`src/rtl/frame_mem_arbiter_pkg.sv`:
```
// Shared types and defaults for the frame RAM arbiter.
// Holds the state encoding (last RAM operation) and default geometry.
package frame_arb_pkg;

  typedef enum logic [1:0] {
    ST_IDLE  = 2'd0,
    ST_READ  = 2'd1,
    ST_WRITE = 2'd2,
    ST_TURN  = 2'd3
  } arb_state_t;

  localparam int ADDR_W_DEF     = 17;
  localparam int DATA_W_DEF     = 8;
  localparam int STARVE_MAX_DEF = 16;

endpackage

```
`src/rtl/frame_mem_arbiter_if.sv`:
```
// Bus bundle between display reader, scanner writer, frame RAM and the arbiter.
// The slave modport is the arbiter's view; master is the surrounding datapath.
interface frame_mem_arbiter_if #(
  parameter int ADDR_W = 17,
  parameter int DATA_W = 8
);
  logic              hblank;
  logic              vblank;

  logic              rd_req;
  logic [ADDR_W-1:0] rd_addr;
  logic              rd_gnt;
  logic              rd_valid;
  logic [DATA_W-1:0] rd_data;

  logic              wr_req;
  logic [ADDR_W-1:0] wr_addr;
  logic [DATA_W-1:0] wr_data;
  logic              wr_ready;
  logic              wr_done;
  logic              forced;

  logic              mem_en;
  logic              mem_we;
  logic [ADDR_W-1:0] mem_addr;
  logic [DATA_W-1:0] mem_wdata;
  logic [DATA_W-1:0] mem_rdata;

  modport slave (
    input  hblank, vblank,
    input  rd_req, rd_addr,
    output rd_gnt, rd_valid, rd_data,
    input  wr_req, wr_addr, wr_data,
    output wr_ready, wr_done, forced,
    output mem_en, mem_we, mem_addr, mem_wdata,
    input  mem_rdata
  );

  modport master (
    output hblank, vblank,
    output rd_req, rd_addr,
    input  rd_gnt, rd_valid, rd_data,
    output wr_req, wr_addr, wr_data,
    input  wr_ready, wr_done, forced,
    input  mem_en, mem_we, mem_addr, mem_wdata,
    output mem_rdata
  );

endinterface

```
`src/rtl/frame_mem_arbiter_wr_slot.sv`:
```
// Single-entry write holding register with starvation counter.
// wait_cnt counts cycles the entry sits unissued and saturates at STARVE_MAX.
module arb_wr_slot #(
  parameter int ADDR_W     = 17,
  parameter int DATA_W     = 8,
  parameter int STARVE_MAX = 16
) (
  input  logic              clk,
  input  logic              clr_n,
  input  logic              wr_req,
  input  logic [ADDR_W-1:0] wr_addr,
  input  logic [DATA_W-1:0] wr_data,
  input  logic              issue,
  output logic              wr_ready,
  output logic              full,
  output logic [ADDR_W-1:0] slot_addr,
  output logic [DATA_W-1:0] slot_data,
  output logic              starve
);

  localparam int CNT_W = $clog2(STARVE_MAX + 1);
  localparam logic [CNT_W-1:0] CNT_MAX = CNT_W'(STARVE_MAX);

  logic [CNT_W-1:0] wait_cnt;

  // An entry cannot be refilled in the cycle it issues, capping writes at one per two cycles.
  always_ff @(posedge clk or negedge clr_n) begin
    if (!clr_n) begin
      full      <= 1'b0;
      slot_addr <= '0;
      slot_data <= '0;
      wait_cnt  <= '0;
    end else begin
      if (issue) begin
        full <= 1'b0;
      end else if (wr_req && !full) begin
        full      <= 1'b1;
        slot_addr <= wr_addr;
        slot_data <= wr_data;
      end

      if (issue) begin
        wait_cnt <= '0;
      end else if (full && (wait_cnt != CNT_MAX)) begin
        wait_cnt <= wait_cnt + 1'b1;
      end
    end
  end

  assign wr_ready = !full;
  assign starve   = (wait_cnt == CNT_MAX);

endmodule

```
`src/rtl/frame_mem_arbiter.sv`:
```
// Arbitrates the single-port frame RAM between display reads and scanner writes.
// Display wins in active video, scanner in blanking; starvation forces a write.
module frame_mem_arbiter
  import frame_arb_pkg::*;
#(
  parameter int ADDR_W     = ADDR_W_DEF,
  parameter int DATA_W     = DATA_W_DEF,
  parameter int STARVE_MAX = STARVE_MAX_DEF
) (
  input logic                clk,
  input logic                clr_n,
  frame_mem_arbiter_if.slave bus
);

  arb_state_t        state;
  logic              active;
  logic              full;
  logic              starve;
  logic              want_wr;
  logic              issue_wr;
  logic              to_turn;
  logic              grant_rd;
  logic [ADDR_W-1:0] slot_addr;
  logic [DATA_W-1:0] slot_data;

  logic              mem_en_q;
  logic              mem_we_q;
  logic [ADDR_W-1:0] mem_addr_q;
  logic [DATA_W-1:0] mem_wdata_q;
  logic              rd_valid_q;

  arb_wr_slot #(
    .ADDR_W    (ADDR_W),
    .DATA_W    (DATA_W),
    .STARVE_MAX(STARVE_MAX)
  ) u_slot (
    .clk      (clk),
    .clr_n    (clr_n),
    .wr_req   (bus.wr_req),
    .wr_addr  (bus.wr_addr),
    .wr_data  (bus.wr_data),
    .issue    (issue_wr),
    .wr_ready (bus.wr_ready),
    .full     (full),
    .slot_addr(slot_addr),
    .slot_data(slot_data),
    .starve   (starve)
  );

  // Select is combinational so blanking edges act in the same cycle.
  always_comb begin
    active   = !bus.hblank && !bus.vblank;
    want_wr  = full && (starve || !active || !bus.rd_req);
    issue_wr = 1'b0;
    to_turn  = 1'b0;
    grant_rd = 1'b0;
    if (state == ST_TURN) begin
      // TURN is only entered with a full slot; the write is committed.
      issue_wr = full;
    end else if (want_wr) begin
      if (state == ST_READ) to_turn = 1'b1;
      else                  issue_wr = 1'b1;
    end else if (bus.rd_req) begin
      grant_rd = 1'b1;
    end
  end

  always_ff @(posedge clk or negedge clr_n) begin
    if (!clr_n) begin
      state       <= ST_IDLE;
      mem_en_q    <= 1'b0;
      mem_we_q    <= 1'b0;
      mem_addr_q  <= '0;
      mem_wdata_q <= '0;
      rd_valid_q  <= 1'b0;
    end else begin
      rd_valid_q <= mem_en_q && !mem_we_q;
      mem_en_q   <= issue_wr || grant_rd;
      mem_we_q   <= issue_wr;
      if (issue_wr) begin
        mem_addr_q  <= slot_addr;
        mem_wdata_q <= slot_data;
      end else if (grant_rd) begin
        mem_addr_q <= bus.rd_addr;
      end

      if (issue_wr)      state <= ST_WRITE;
      else if (to_turn)  state <= ST_TURN;
      else if (grant_rd) state <= ST_READ;
      else               state <= ST_IDLE;
    end
  end

  assign bus.rd_gnt    = grant_rd;
  assign bus.rd_valid  = rd_valid_q;
  assign bus.rd_data   = bus.mem_rdata;
  assign bus.wr_done   = issue_wr;
  assign bus.forced    = issue_wr && starve && active && bus.rd_req;
  assign bus.mem_en    = mem_en_q;
  assign bus.mem_we    = mem_we_q;
  assign bus.mem_addr  = mem_addr_q;
  assign bus.mem_wdata = mem_wdata_q;

endmodule

```
`src/flat_wrapper.sv`:
```
// flat-port wrapper written by rule: the top's interface ports become plain ports
module frame_mem_arbiter_flat import frame_arb_pkg::*;
#(
  parameter int ADDR_W     = ADDR_W_DEF,
  parameter int DATA_W     = DATA_W_DEF,
  parameter int STARVE_MAX = STARVE_MAX_DEF
)
  (clk, clr_n, bus_hblank, bus_vblank, bus_rd_req, bus_rd_addr, bus_rd_gnt, bus_rd_valid, bus_rd_data, bus_wr_req, bus_wr_addr, bus_wr_data, bus_wr_ready, bus_wr_done, bus_forced, bus_mem_en, bus_mem_we, bus_mem_addr, bus_mem_wdata, bus_mem_rdata);
  frame_mem_arbiter_if #(.ADDR_W(ADDR_W), .DATA_W(DATA_W)) bus_i ();
  input logic clk;
  input logic clr_n;
  input wire logic [$bits(bus_i.hblank)-1:0] bus_hblank;
  input wire logic [$bits(bus_i.vblank)-1:0] bus_vblank;
  input wire logic [$bits(bus_i.rd_req)-1:0] bus_rd_req;
  input wire logic [$bits(bus_i.rd_addr)-1:0] bus_rd_addr;
  output wire logic [$bits(bus_i.rd_gnt)-1:0] bus_rd_gnt;
  output wire logic [$bits(bus_i.rd_valid)-1:0] bus_rd_valid;
  output wire logic [$bits(bus_i.rd_data)-1:0] bus_rd_data;
  input wire logic [$bits(bus_i.wr_req)-1:0] bus_wr_req;
  input wire logic [$bits(bus_i.wr_addr)-1:0] bus_wr_addr;
  input wire logic [$bits(bus_i.wr_data)-1:0] bus_wr_data;
  output wire logic [$bits(bus_i.wr_ready)-1:0] bus_wr_ready;
  output wire logic [$bits(bus_i.wr_done)-1:0] bus_wr_done;
  output wire logic [$bits(bus_i.forced)-1:0] bus_forced;
  output wire logic [$bits(bus_i.mem_en)-1:0] bus_mem_en;
  output wire logic [$bits(bus_i.mem_we)-1:0] bus_mem_we;
  output wire logic [$bits(bus_i.mem_addr)-1:0] bus_mem_addr;
  output wire logic [$bits(bus_i.mem_wdata)-1:0] bus_mem_wdata;
  input wire logic [$bits(bus_i.mem_rdata)-1:0] bus_mem_rdata;
  assign bus_i.hblank = bus_hblank;
  assign bus_i.vblank = bus_vblank;
  assign bus_i.rd_req = bus_rd_req;
  assign bus_i.rd_addr = bus_rd_addr;
  assign bus_rd_gnt = bus_i.rd_gnt;
  assign bus_rd_valid = bus_i.rd_valid;
  assign bus_rd_data = bus_i.rd_data;
  assign bus_i.wr_req = bus_wr_req;
  assign bus_i.wr_addr = bus_wr_addr;
  assign bus_i.wr_data = bus_wr_data;
  assign bus_wr_ready = bus_i.wr_ready;
  assign bus_wr_done = bus_i.wr_done;
  assign bus_forced = bus_i.forced;
  assign bus_mem_en = bus_i.mem_en;
  assign bus_mem_we = bus_i.mem_we;
  assign bus_mem_addr = bus_i.mem_addr;
  assign bus_mem_wdata = bus_i.mem_wdata;
  assign bus_i.mem_rdata = bus_mem_rdata;
  frame_mem_arbiter #(.ADDR_W(ADDR_W), .DATA_W(DATA_W), .STARVE_MAX(STARVE_MAX)) u_core (.clk(clk), .clr_n(clr_n), .bus(bus_i));
endmodule
```
`config.mk`:
```
export PLATFORM = sky130hd
export DESIGN_NAME = frame_mem_arbiter_flat
export DESIGN_NICKNAME = d
export VERILOG_FILES = /design/src/rtl/frame_mem_arbiter_pkg.sv /design/src/rtl/frame_mem_arbiter_if.sv /design/src/rtl/frame_mem_arbiter_wr_slot.sv /design/src/rtl/frame_mem_arbiter.sv /design/src/flat_wrapper.sv
export SDC_FILE = /design/constraint.sdc
export NUM_CORES = 1
export LEC_CHECK = 0
export CAP_MARGIN = 20
export CORE_MARGIN = 4
export CORE_UTILIZATION = 30
export DETAILED_ROUTE_END_ITERATION = 12
export MAX_ROUTING_LAYER = met4
export PLACE_DENSITY_LB_ADDON = 0.15
export SLEW_MARGIN = 10
export SYNTH_ARGS = -nofsm -noshare
export SYNTH_HDL_FRONTEND = slang
export SYNTH_HIERARCHICAL = 1
export SYNTH_SLANG_ARGS = --single-unit
```
`constraint.sdc`:
```
create_clock -name clk -period 2.81 [get_ports clk]
set_clock_uncertainty 0.1 [all_clocks]
set_input_delay 0.4215 -clock clk [delete_from_list [all_inputs] [get_ports clk]]
set_output_delay 0.4215 -clock clk [all_outputs]
set_load 0.03 [all_outputs]
```
==> results of run 1 <==
==> logic make-up after synthesis <==
group	count (synthesis)
flip-flops	61
multiplexers	52
AND/OR/NAND/NOR	43
AO/OA/AOI/OAI	24
buffers and inverters	21
XOR/XNOR	2
adder cells (fa/ha/maj)	2
==> worst register-to-register path, delay by kind of cell (launching register included) <==
| family | cells | cell delay (ns) |
|---|---|---|
| DFF | 1 | 0.39 |
| adders and majority gates | 1 | 0.19 |
| and+or+nand+nor | 3 | 0.67 |
| buffers and inverters | 2 | 0.32 |
| muxes | 1 | 0.36 |
| AOI/OAI and AO/OA | 1 | 0.12 |
==> sequential cells by signal, summed over array words and instances (netlist names) <==
register,count
u_core/bus.rd_valid,1
u_core/bus.mem_addr,17
u_core/u_slot/slot_addr,17
u_core/bus.mem_wdata,8
u_core/state,2
u_core/bus.mem_en,1
u_core/u_slot/full,1
u_core/u_slot/slot_data,8
u_core/u_slot/wait_cnt,5
u_core/bus.mem_we,1
==> power groups by stage <==
stage / logic (uW) / clock network, uW / registers (uW)
finish: 2250 / 670 / 1540
global route: 2440 / 749 / 1610
CTS: 2270 / 707 / 1550
detailed placement: 2270 / 0 / 1570
global placement: 2250 / 0 / 1560
floorplan: 1120 / 0 / 1940
==> stage by stage <==
| stage | power, uW | hold slack [ns] | utilization [%] | setup WS [ns] |
|---|---|---|---|---|
| floorplan | 3060 | 0.0259 | - | 0.221 |
| global placement | 3810 | 0.309 | 41.0 | 0.193 |
| detailed placement | 3840 | 0.315 | 41.0 | 0.150 |
| CTS | 4530 | 0.0649 | 42.9 | 0.0535 |
| global route | 4800 | 0.105 | 43.0 | 0.00480 |
| finish | 4470 | 0.0558 | 43.0 | 0.136 |
==> how the worst min path moves through the flow <==
stage	cells after the start	start	slack, ns	endpoint
after detailed placement	1	u_core/bus.mem_we$_DFF_PN0_	0.32	u_core/bus.rd_valid$_DFF_PN0_
after CTS	1	clr_n	0.06	u_core/bus.rd_valid$_DFF_PN0_
after floorplan	0	clr_n	0.03	u_core/bus.mem_addr[0]$_DFFE_PN0P_
final	1	clr_n	0.06	u_core/bus.mem_addr[3]$_DFFE_PN0P_
after global routing	1	clr_n	0.11	u_core/bus.mem_addr[3]$_DFFE_PN0P_
after global placement	1	u_core/bus.mem_we$_DFF_PN0_	0.31	u_core/bus.rd_valid$_DFF_PN0_
==> per-layer routing <==
metal / share of wire (%) / global-route usage, %
met1: 43 / 15.1
met2: 50 / 19.4
met3: 5.7 / 4.30
met5: 0 / -
met4: 1.6 / 4.44
==> cells in the final DEF, fill, tap and decap left out, drive strengths merged <==
cell type	synthesis	layout
nor3b	2	2
dfrtp	61	61
nor2	8	8
nor2b	2	2
clkdlybuf4s50	0	75
a21oi	4	4
or2	1	1
a211oi	1	1
nor4b	1	1
inv	5	5
xor2	2	2
dlymetal6s2s	0	1
o21ai	17	17
clkbuf	3	12
nand3b	1	1
o311a	1	1
o221ai	1	1
mux2i	18	18
mux2	34	34
nor3	1	1
buf	13	11
ha	2	2
nand2b	2	2
clkdlybuf4s15	0	1
nand2	21	21
clkinv	0	2
nand4	2	2
or3	1	1
and4bb	1	1
==> final cells by class <==
class | count | area, um2
clock buffers | 12 | 155
clock inverters | 2 | 10.0
fillers | 866 | 4950
inverters | 5 | 18.8
multi-input cells | 123 | 1000
flip-flops and latches | 61 | 1530
well taps | 108 | 135
repair buffers | 88 | 886
==> repair_timing <==
action / 4_1_cts / 5_1_grt
pin swaps: 0 / 1
gates resized for setup: 1 / 4
setup endpoints to repair: 1 / 3
hold buffers: 0 / 0
==> impl_metrics.csv, run 1 <==
group,metric,value,unit
yosys,synth_fp_nets,263,
yosys,synth_top_area_share,57.3,%
route,vias_per_cell,4.51,
clocking,cts.sinks,61,
timing,fin_crit,2.67,ns
global_route,antenna_found_initial,0,
yosys,synth_top_family_by_area,"multiplexers",
floorplanning,ios,96,
route,antenna_left,0,
timing,finalCritPeriodShare,95.2,%
timing,rsz0062_at_grt,"no",
yosys,synthAdderAreaFrac,0.940,%
route,wl_per_cell,14.5,um
clocking,cts_root_buffer,"clkbuf_8",
clocking,clockBufferDepth,2,
yosys,yosys.area_share.simple,8.79,%
floorplanning,die_height,102,um
yosys,ys_seq_area_share,57.3,%
layout,final_nets,346,
floorplanning,initial_core_util,30.7,%
clocking,cts_tree,"yes",
critical_path,path_class,"reg2out",
critical_path,endpoint_kind,"output port",
critical_path,r2r_cells,8,
placement,dpl_cell_area,0.00356,mm2
yosys,post-synth-top-count-cell,"dfrtp_1",
placement,hpwl,4180,um
yosys,synth_xor_xnor_area_share,0.658,%
global_route,grt_usage,12.5,%
placement,routabilityCongestion,0.718,
layout,fin_area,0.00373,mm2
critical_path,crit_family,"simple AND/OR/NAND/NOR gates",
critical_path,startpoint_type,"register",
yosys,synth_edf_count,0,
yosys,synth_common_cells,"dfrtp_1, mux2_2, nand2_1",
critical_path,arrival,2.15,ns
power_and_ir_drop,pwr-share-clk,15.0,%
layout,area_growth,40.2,%
yosys,synthFlopType,"dfrtp_1",
timing,slew_violations,0,
clocking,cts.clk_slew.worst_paths,0.06,ns
route,wl,5780,um
timing,hold_viol_final,0,
timing,worstMarginPinSlew,0.755,ns
global_route,grt_max_degree,36,
yosys,yosysTopAreaCell,"dfrtp_1",
critical_path,cp_slowest_stage_delay,0.39,ns
layout,n_antenna_cell,0,
run,max-cap-violations,0,
critical_path,reg2reg_from,"u_core/u_slot/wait_cnt[0]$_DFFE_PN0P_",
critical_path,crit_buf_inv,2,
power_and_ir_drop,p_switching,1710,uW
timing,setup_violations,0,
yosys,synth_mux_area_share,21.1,%
critical_path,crit_slowest_cell,"dfrtp_1",
critical_path,crit_start,"u_core/u_slot/wait_cnt[0]$_DFFE_PN0P_",
timing,fin_tns_setup,0,ns
floorplanning,core_region_area,0.00868,mm2
critical_path,cp-endpoint,"bus_rd_gnt",
critical_path,crit_path_frequent_cell,"a21oi_1",
placement,place_inst,385,
critical_path,cp.depth,7,
critical_path,crit_chain,"inv_1 > ha_1 > and4bb_2 > nor4b_4 > a21oi_1 > a21oi_1 > clkdlybuf4s15_1",
yosys,synth.distinct_cells,28,
power_and_ir_drop,seqPwrFrac,34.6,%
floorplanning,die_w,102,um
critical_path,path_max_fanout,5,
clocking,clk_latency,0.33,ns
power_and_ir_drop,power_density,1200,mW/mm2
layout,drive_gt1_share,21.6,%
power_and_ir_drop,p_int,2750,uW
outcome,status,"completed",
placement,port-buffer-count,79,
clocking,h-tree-depth,3,
route,drtIter0Drc,31,
route,drc,0,
critical_path,cp_data_required_time,2.29,ns
route,routed-via-count,1801,
layout,final_cells,399,
route,drt_first_pass_iters,4,
clocking,cts_setup_buffers,0,
power_and_ir_drop,leakage,0.00158,uW
power_and_ir_drop,p_sw_share,38.3,%
worst_hold_path,hold_path_class,"in2async",
power_and_ir_drop,vdd_drop_max,0.507,mV
floorplanning,rows,34,
yosys,post_synth_main_area_contributors,"dfrtp_1, mux2_2, mux2i_1, o21ai_1, nand2_1",
critical_path,timing.rr.end,"u_core/u_slot/slot_addr[11]$_DFFE_PN0P_",
global_route,grt_pass1_vias,1892,
yosys,async_flop_share,100,%
yosys,synthCells,205,
timing,relSlewSlack,49.7,%
floorplanning,dieArea,0.0104,mm2
power_and_ir_drop,pwr-share-comb,50.4,%
critical_path,r2r_slack,0.52,ns
global_route,grt_overflow,0,
yosys,yosys_warnings,6,
yosys,syn_avg_cell_area,13.0,um2
yosys,ys_seq_elements,61,
yosys,syn_area,0.00266,mm2
timing,clock.fmax,0.374,GHz
clocking,cts_buffers,9,
yosys,synth_compound_area_share,5.64,%
global_route,grt_pass1_wl,9630,um
No activity file was read; power rests on OpenSTA's default activity.
==> run 2: changes to the inputs <==
- CTS_CLUSTER_SIZE: unset -> 30
- clock period: 2.81 -> 2.95 ns (I/O delays scaled with it)
==> run 2 against run 1 <==
Compared with the run above: routed wire length is 2.4% lower; clock power decreased by 6.4%; worst setup slack better by 0.077 ns; die area did not move; critical path type unchanged; largest power group unchanged.
==> impl_metrics.csv, run 2 (synthesized netlist as in run 1, its figures left out) <==
group,metric,value,unit
outcome,status,"completed",
timing,relSlewSlack,51.8,%
global_route,grt_max_degree,36,
floorplanning,die_height,102,um
timing,fin_tns_setup,0,ns
layout,area_growth,39.5,%
route,drtIter0Drc,36,
placement,dpl_cell_area,0.00355,mm2
floorplanning,rows,34,
run,max-cap-violations,0,
timing,slew_violations,0,
critical_path,cp_slowest_stage_delay,0.40,ns
global_route,antenna_found_initial,0,
layout,drive_gt1_share,21.4,%
route,wl_per_cell,14.2,um
critical_path,reg2reg_from,"u_core/u_slot/wait_cnt[0]$_DFFE_PN0P_",
critical_path,startpoint_type,"register",
layout,fin_area,0.00371,mm2
layout,regArea,0.00153,mm2
clocking,cts.sinks,61,
critical_path,cp-endpoint,"bus_wr_done",
route,vias_per_cell,4.45,
critical_path,arrival,2.19,ns
power_and_ir_drop,power_density,1130,mW/mm2
critical_path,r2r_cells,8,
layout,final_nets,345,
clocking,clk_latency,0.32,ns
route,routed-via-count,1772,
critical_path,endpoint_kind,"output port",
route,drt_first_pass_iters,2,
critical_path,crit_slowest_cell,"dfrtp_1",
timing,clock.fmax,0.365,GHz
clocking,cts_tree,"yes",
floorplanning,core_region_area,0.00868,mm2
layout,n_antenna_cell,0,
layout,fillerInstances,850,
critical_path,path_class,"reg2out",
floorplanning,ios,96,
worst_hold_path,hold_path_class,"in2async",
power_and_ir_drop,leakage,0.00156,uW
critical_path,cp_data_required_time,2.41,ns
clocking,cts.clk_slew.worst_paths,0.06,ns
layout,most-common-layout-cells,"clkdlybuf4s50_1, dfrtp_1, mux2_2, nand2_1, mux2i_1",
floorplanning,initial_core_util,30.7,%
floorplanning,dieArea,0.0104,mm2
clocking,h-tree-depth,3,
clocking,cts_buffers,9,
placement,port-buffer-count,79,
critical_path,crit_chain,"inv_1 > ha_1 > and4bb_2 > nor2_1 > a211oi_4 > buf_12 > buf_4",
critical_path,crit_start,"u_core/u_slot/wait_cnt[0]$_DFFE_PN0P_",
timing,rsz0062_at_grt,"no",
layout,multi_input_area,0.00100,mm2
critical_path,path_max_fanout,25,
clocking,cts_setup_buffers,0,
global_route,grt_overflow,0,
critical_path,r2r_slack,0.65,ns
layout,layout_commonest_cell,"clkdlybuf4s50_1",
timing,hold_viol_final,0,
global_route,grt_pass1_wl,9260,um
placement,routabilityCongestion,0.762,
placement,hpwl,4150,um
timing,worstMarginPinSlew,0.723,ns
clocking,cts_root_buffer,"clkbuf_8",
global_route,grt_pass1_vias,1820,
floorplanning,die_w,102,um
global_route,grt_usage,12.0,%
critical_path,timing.rr.end,"u_core/u_slot/slot_addr[9]$_DFFE_PN0P_",
timing,setup_violations,0,
timing,finalCritPeriodShare,92.8,%
route,antenna_left,0,
clocking,clockBufferDepth,2,
clocking,hold_buffers,0,
power_and_ir_drop,vdd_drop_max,0.411,mV
route,wl,5640,um
route,drc,0,
timing,fin_crit,2.74,ns
clocking,postCtsResizedCells,1,
-- run 2: changes by cell type in the layout (fill, tap and decap cells not counted), sizes merged --
| cell | previous run | this run |
|---|---|---|
| buf | 11 | 10 |
| clkdlybuf4s50 | 75 | 76 |
| dlymetal6s2s | 1 | 0 |
| dlygate4sd2 | 0 | 1 |
| clkdlybuf4s15 | 1 | 0 |
-- run 2: worst min-delay path by stage --
stage	end	slack, ns
2_1_floorplan	u_core/bus.mem_addr[0]$_DFFE_PN0P_	0.05
3_3_place_gp	u_core/bus.rd_valid$_DFF_PN0_	0.31
3_5_place_dp	u_core/bus.rd_valid$_DFF_PN0_	0.31
4_1_cts	u_core/bus.mem_addr[6]$_DFFE_PN0P_	0.08
5_1_grt	u_core/bus.mem_addr[6]$_DFFE_PN0P_	0.12
6_report	u_core/bus.mem_addr[6]$_DFFE_PN0P_	0.07
-- run 2: final cells by class --
cell class	instances	area share, %
repair buffers	87	23.3
multi-input cells	123	27.0
clock inverters	2	0.270
clock buffers	12	4.18
inverters	5	0.505
well taps	108	3.64
flip-flops and latches	61	41.1
-- run 2: routing by layer --
layer	track usage, %	part of all wire, %	vias to the layer above
li1	-	-	860
met1	14.9	44	854
met2	18.2	49	48
met3	4.23	6.3	10
met4	4.14	1.3	0
met5	-	0	-
-- run 2: metrics by stage --
step	instances	power, uW	setup slack [ns]	hold slack (ns)	utilization, %
after global routing	398	4510	0.0445	0.117	42.8
final	398	4210	0.214	0.0741	42.8
after detailed placement	384	3660	0.235	0.314	40.9
after floorplan	205	2910	0.361	0.0469	-
after CTS	398	4300	0.176	0.0827	42.8
after global placement	384	3620	0.291	0.314	40.9
-- run 2: report_power, final --
group          switching [uW]  internal, uW  total (uW)
clock network             288           339         627
logic                    1090          1000        2090
registers                 232          1260        1490
-- run 2: critical path, delay by kind of cell (launching register included) --
family,cells,cell delay (ns)
compound gates,1,0.38
buf+inv,3,0.52
fa+ha+maj,1,0.14
flops,1,0.40
simple gates,2,0.41
